===== config.mk =====
export PLATFORM = sky130hd
export DESIGN_NAME = part_1_bit_counter
export DESIGN_NICKNAME = d
export VERILOG_FILES = /design/src/rtl/part_1_bit_counter.sv
export SDC_FILE = /design/constraint.sdc
export NUM_CORES = 1
export LEC_CHECK = 0
export BUFFER_PORTS_ARGS = -buffer_cell sky130_fd_sc_hd__buf_2
export CORE_MARGIN = 1.5
export CORE_UTILIZATION = 50
export DETAILED_ROUTE_END_ITERATION = 7
export PLACE_DENSITY_LB_ADDON = 0.25
export SLEW_MARGIN = 20
export SYNTH_ARGS = -nofsm -noshare
export SYNTH_HDL_FRONTEND = slang
export SYNTH_SLANG_ARGS = --single-unit

===== constraint.sdc =====
create_clock -name KEY -period 6 [get_ports KEY]
set_clock_uncertainty 0.1 [all_clocks]
set_input_delay 1.2 -clock KEY [delete_from_list [all_inputs] [get_ports KEY]]
set_output_delay 1.2 -clock KEY [all_outputs]
set_load 0.005 [all_outputs]

===== src/rtl/part_1_bit_counter.sv =====
// part_1_bit_counter: counts the 1-bits of an 8-bit switch operand.
// A three-state controller (idle / count / done) steers a right-shifting
// operand register and a 4-bit counter; the count is shown on HEX0.
module part_1_bit_counter (
  input  logic [3:0] KEY,
  input  logic [9:0] SW,
  output logic [9:0] LEDR,
  output logic [6:0] HEX0
);

  typedef enum logic [1:0] {
    S1 = 2'd0,  // idle: track the switches
    S2 = 2'd1,  // count: shift operand out, add its LSB
    S3 = 2'd2   // done: hold result, raise done
  } state_t;

  logic       clk;
  logic       areset_n;
  logic       s;
  logic [7:0] a;
  logic [3:0] result;
  logic       done;
  state_t     state;

  assign clk      = KEY[0];
  assign areset_n = KEY[1];
  assign s        = SW[9];

  // KEY[3:2] and SW[8] have no function on this board top.
  logic unused_inputs;
  assign unused_inputs = ^{KEY[3:2], SW[8]};

  // Controller and datapath; done is registered so it is high exactly in S3.
  always_ff @(posedge clk) begin
    if (!areset_n) begin
      state  <= S1;
      result <= '0;
      a      <= SW[7:0];
      done   <= 1'b0;
    end else begin
      case (state)
        S1: begin
          if (!s) begin
            a      <= SW[7:0];
            result <= '0;
          end else begin
            state <= S2;
          end
        end
        S2: begin
          if (a != '0) begin
            result <= result + {3'b000, a[0]};
            a      <= {1'b0, a[7:1]};
          end else begin
            state <= S3;
            done  <= 1'b1;
          end
        end
        S3: begin
          if (!s) begin
            state <= S1;
            done  <= 1'b0;
          end
        end
        default: begin
          state <= S1;
          done  <= 1'b0;
        end
      endcase
    end
  end

  assign LEDR = {done, 9'b0};

  // Active-low seven-segment decode of the running count; 9..15 blank.
  always_comb begin
    HEX0 = 7'b1111111;
    case (result)
      4'd0: HEX0 = 7'b1000000;
      4'd1: HEX0 = 7'b1111001;
      4'd2: HEX0 = 7'b0100100;
      4'd3: HEX0 = 7'b0110000;
      4'd4: HEX0 = 7'b0011001;
      4'd5: HEX0 = 7'b0010010;
      4'd6: HEX0 = 7'b0000010;
      4'd7: HEX0 = 7'b1111000;
      4'd8: HEX0 = 7'b0000000;
      default: HEX0 = 7'b1111111;
    endcase
  end

endmodule


After elaboration in Yosys (flattened, before gate mapping)
Memories as Yosys holds them, arrays and structs flattened. A register that Yosys moved wholly into a read port is not among the register bits.
Index checks and enable logic that the tools add are counted.
Widths: inputs -> output; s select.
{"block": "word_totals", "latchBits": 0, "elab_cells": 40, "memories": 1, "mem_bits_rw": 0, "inputBits": 14, "mem_bits_ro": 112, "ff_bits": 15}
{"name": "(name not given)", "words": 16, "word_bits": 7, "rd": 1, "rd_ports_with_merged_regs": 1, "wr": 0, "line_no": "78", "text": "case (result)"}
{"block": "classes", "eq_ne": 10, "multipliers": 0, "div_mod_pow": 0, "n_addsub": 1, "n_shift": 0, "bitwise_logic": 1, "order_cmp": 0, "mux": 16, "reduce_logical": 7}
{"op": "$mux 8", "n": 3}
{"op": "$mux 4", "n": 4}
{"op": "$pmux 8 s2", "n": 1}
{"op": "$reduce_and 3->1", "n": 4}
{"op": "$ne 2x2->1 const B", "n": 5}
{"op": "$pmux 4 s2", "n": 1}
{"op": "$reduce_bool 8->1", "n": 1}
{"op": "$mux 2", "n": 3}
{"op": "$ne 3x3->1 const B", "n": 2}
{"op": "$pmux 2 s3", "n": 1}
{"op": "$add 4x1->4", "n": 1}
{"op": "$ne 3x1->1 const B", "n": 1}
{"op": "$pmux 1 s3", "n": 1}
{"op": "$eq 2x1->1 const B", "n": 1}
{"op": "$eq 2x2->1 const B", "n": 1}
{"op": "$logic_not 2->1", "n": 1}
{"op": "$mux 1", "n": 2}
{"op": "$reduce_bool 2->1", "n": 1}
{"op": "$not 1->1", "n": 1}

Logic depth before layout (Yosys ltp)
{"block": "logic_depth", "word_depth": 5, "ltp_mapped": 9}

Worst setup path after synthesis
No wires, ideal clock.
{"block": "synth_path", "kind": "input to register", "start": "input SW[9]", "end": "register HEX0[1] (netlist name)", "t_required_ps": 5779, "cell_stages": 7, "path_slack_ps": 3296, "arrival_ps": 2483, "path_cell_list": "o31a_1 > nand2_1 > mux2i_1 > inv_1 > ha_1 > and4_1 > nand2b_1"}
{"block": "synth_via", "elab_chain_cells": 4}
{"item": "from (decl)", "line_no": "6", "text": "input logic [9:0] SW,"}
{"item": "$ne 2x2->1 (no line)"}
{"item": "$reduce_and 3->1 (no line)"}
{"item": "$mux 4 (no line) (2 in a row)"}
No other way between the ends.
A chain may end at the register's enable or synchronous reset.

==> impl_metrics.tcl <==
set metrics [dict create \
    grt_pass1_vias 1943 \
    crit_required_ns 6.11 \
    p_total_uw 826 \
    p_clk_frac 0.608 \
    max-vdd-ir-drop_v 0.000372 \
    worstPathArrival_ns 5.95 \
    routed_wl_um 4660 \
    cts_hold_buf 0 \
    timing.hold.ws_ns -0.00575 \
    holdCritPathClass "clk2reg" \
    design.core.area_um2 2280 \
    insertion_delay_ns 0.32 \
    via_count 1398 \
    post_cts_resized 0 \
    endpoint_kind "flip-flop" \
    layout.nets 214 \
    grt_max_degree 13 \
    post_cts_buffers 0 \
    leakagePower_nw 0.940 \
    die_area_um2 2810 \
    dpl.hpwl_um 1500 \
    io_pins 31 \
    die_h_um 53 \
    hold_depth 3 \
    antenna_left 0 \
    antenna_cells 0 \
    p_int_uw 503 \
    syn_area_um2 1250 \
    grt_pass1_wl_um 7000 \
    switchingPower_uw 323 \
    switching_share 0.391 \
    setup_viol 0 \
    holdPathEnd "done" \
    pwr-share-comb 0.072 \
    design_area_um2 1880 \
    async_reset_ff_frac 0 \
    grt_usage 0.365 \
    antenna_found_initial 0 \
    drv_cap 0 \
    synth_cell_types 39 \
    tns_ns 0 \
    synth.avg_cell_area_um2 11.4 \
    cts_tree "yes" \
    r2r-end "HEX0[5]" \
    ys_top_cells_by_area "dfxtp_1 (22%), edfxtp_1 (19%), mux2_2 (8.1%), ha_1 (7.0%), buf_4 (6.0%)" \
    yosysSeqAreaShare 0.416 \
    finalHoldViolations 2 \
    row_count 17 \
    viasPerCell 6.03 \
    die_w_um 53 \
    power_frac_seq 0.321 \
    synth_edf_count 8 \
    drtIter0Drc 286 \
    crit_path_start_kind "clock port" \
    power.density_nw_per_um2 438 \
    grt_overflow 0 \
    layout-drive-gt1-share 0.495 \
    clk_pin_slew_ns 0.12 \
    synth_ff_type "dfxtp_1" \
    r2r_start "state[0]" \
    wl_per_cell_um 20.1 \
    r2r_setup_slack_ns 2.45 \
    yosysWarnings 0 \
    yosysTopAreaCell "dfxtp_1" \
    drv_slew 0 \
    criticalPathCategory "clk2reg" \
    synth_cells 110 \
    ff2ff_path_depth 20 \
    violations "design-rule violations, negative hold slack" \
    yosysTopAreaCellShare 0.224 \
    rsz0062_at_grt "no" \
    status "finished with violations" \
    drcViolationCount 143 \
    synth_most_common_cell "dfxtp_1" \
    critPathMaxFanout 5 \
    first_pass_iters 8 \
    placed_area_um2 1320 \
    area_delta_synth_final_pct 50.8 \
    gp_congestion 0.745 \
    synth_commonest_cells "dfxtp_1 (14), buf_4 (10), mux2_2 (9)" \
    io_buffer_count 17 \
    hp-start "KEY[1]" \
    synth-seq-cells 22 \
    initial_core_util 0.549 \
]
[worst max path at each step]
stage | start | to | slack (ns) | depth (start not counted)
3_3_place_gp | KEY[1] | HEX0[2] | 1.73 | 8
4_1_cts | KEY[1] | HEX0[5] | 0.13 | 22
6_report | KEY[1] | HEX0[5] | 0.16 | 22
3_5_place_dp | KEY[1] | HEX0[2] | 1.73 | 8
5_1_grt | KEY[1] | HEX0[5] | 0.07 | 22
2_1_floorplan | KEY[1] | HEX0[2] | 1.58 | 9
[flip-flops by register name, summed over array words and instances, names as in the netlist]
register,cells
HEX0,7
a,8
done,1
result,4
state,2
[routing by layer]
layer  track usage  wire length [um]
met1         0.183              1480
met5        0.0714                 0
met4         0.594               502
met2         0.460              1940
met3         0.407               735
[placed cells by master (no fill, tap or decap), types with 2 or more instances in the layout]
master | netlist | layout
mux2i_4 | 2 | 2
inv_1 | 7 | 16
mux2_2 | 9 | 9
dfxtp_1 | 14 | 14
nor2b_1 | 2 | 2
mux2i_1 | 3 | 3
nor2_1 | 2 | 2
nand2b_1 | 4 | 4
o31ai_1 | 2 | 2
and2_1 | 3 | 3
conb_1 | 1 | 9
clkinv_1 | 1 | 3
ha_1 | 7 | 7
nor4_4 | 2 | 2
clkbuf_4 | 0 | 61
o21ai_1 | 2 | 2
edfxtp_1 | 8 | 8
a21oi_1 | 2 | 2
nand2_1 | 8 | 8
o21ai_0 | 2 | 2
buf_2 | 0 | 17
clkbuf_1 | 0 | 5
[kinds of logic after synthesis]
kind of cell    Yosys count  synth area share
mux                      14             0.141
other cells               1           0.00300
buf+inv                  19            0.0881
simple gates             30             0.166
xor+xnor                  1           0.00701
compound gates           16             0.108
flops                    22             0.416
fa+ha+maj                 7            0.0701
[power groups by stage]
stage          clock [mW]  sequential [mW]  combinational (mW)
5_1_grt             0.526            0.268              0.0631
3_3_place_gp        0.123            0.261              0.0523
6_report            0.502            0.265              0.0594
2_1_floorplan       0.137            0.257              0.0372
3_5_place_dp        0.123            0.263              0.0526
4_1_cts             0.505            0.263              0.0580
[critical path: stages]
cell and delay [ns]:
clkbuf_4 0.13, clkbuf_4 0.16, o31a_1 0.10, clkbuf_4 0.15
clkbuf_4 0.15, nand2_1 0.09, clkbuf_4 0.15, clkbuf_4 0.12
mux2i_1 0.09, clkbuf_4 0.16, clkbuf_4 0.14, clkbuf_4 0.14
inv_1 0.12, ha_1 0.23, clkbuf_4 0.14, clkbuf_4 0.13
clkbuf_4 0.13, inv_1 0.05, o21ai_2 0.14, clkbuf_4 0.17
clkbuf_4 0.15, o21ai_1 0.08
[final cells by class]
type / instances / area (um^2)
fillers: 122 / 392
clock buffers: 68 / 515
inverters: 1 / 3.75
repair buffers: 17 / 85.1
well taps: 28 / 35.0
flip-flops and latches: 22 / 520
clock inverters: 19 / 75.1
multi-input cells: 77 / 649
[through the flow]
stage / hold WS (ns) / setup slack [ns] / util / std cells
final: -0.00575 / 0.164 / 0.828 / 232
after global placement: 0.0217 / 1.73 / 0.580 / 152
after detailed placement: 0.0217 / 1.73 / 0.580 / 152
after CTS: 0.0183 / 0.133 / 0.828 / 232
after floorplan: 0.191 / 1.58 / - / 118
after global routing: 0.00487 / 0.0737 / 0.828 / 232
No activity file was read; power rests on OpenSTA's default activity.
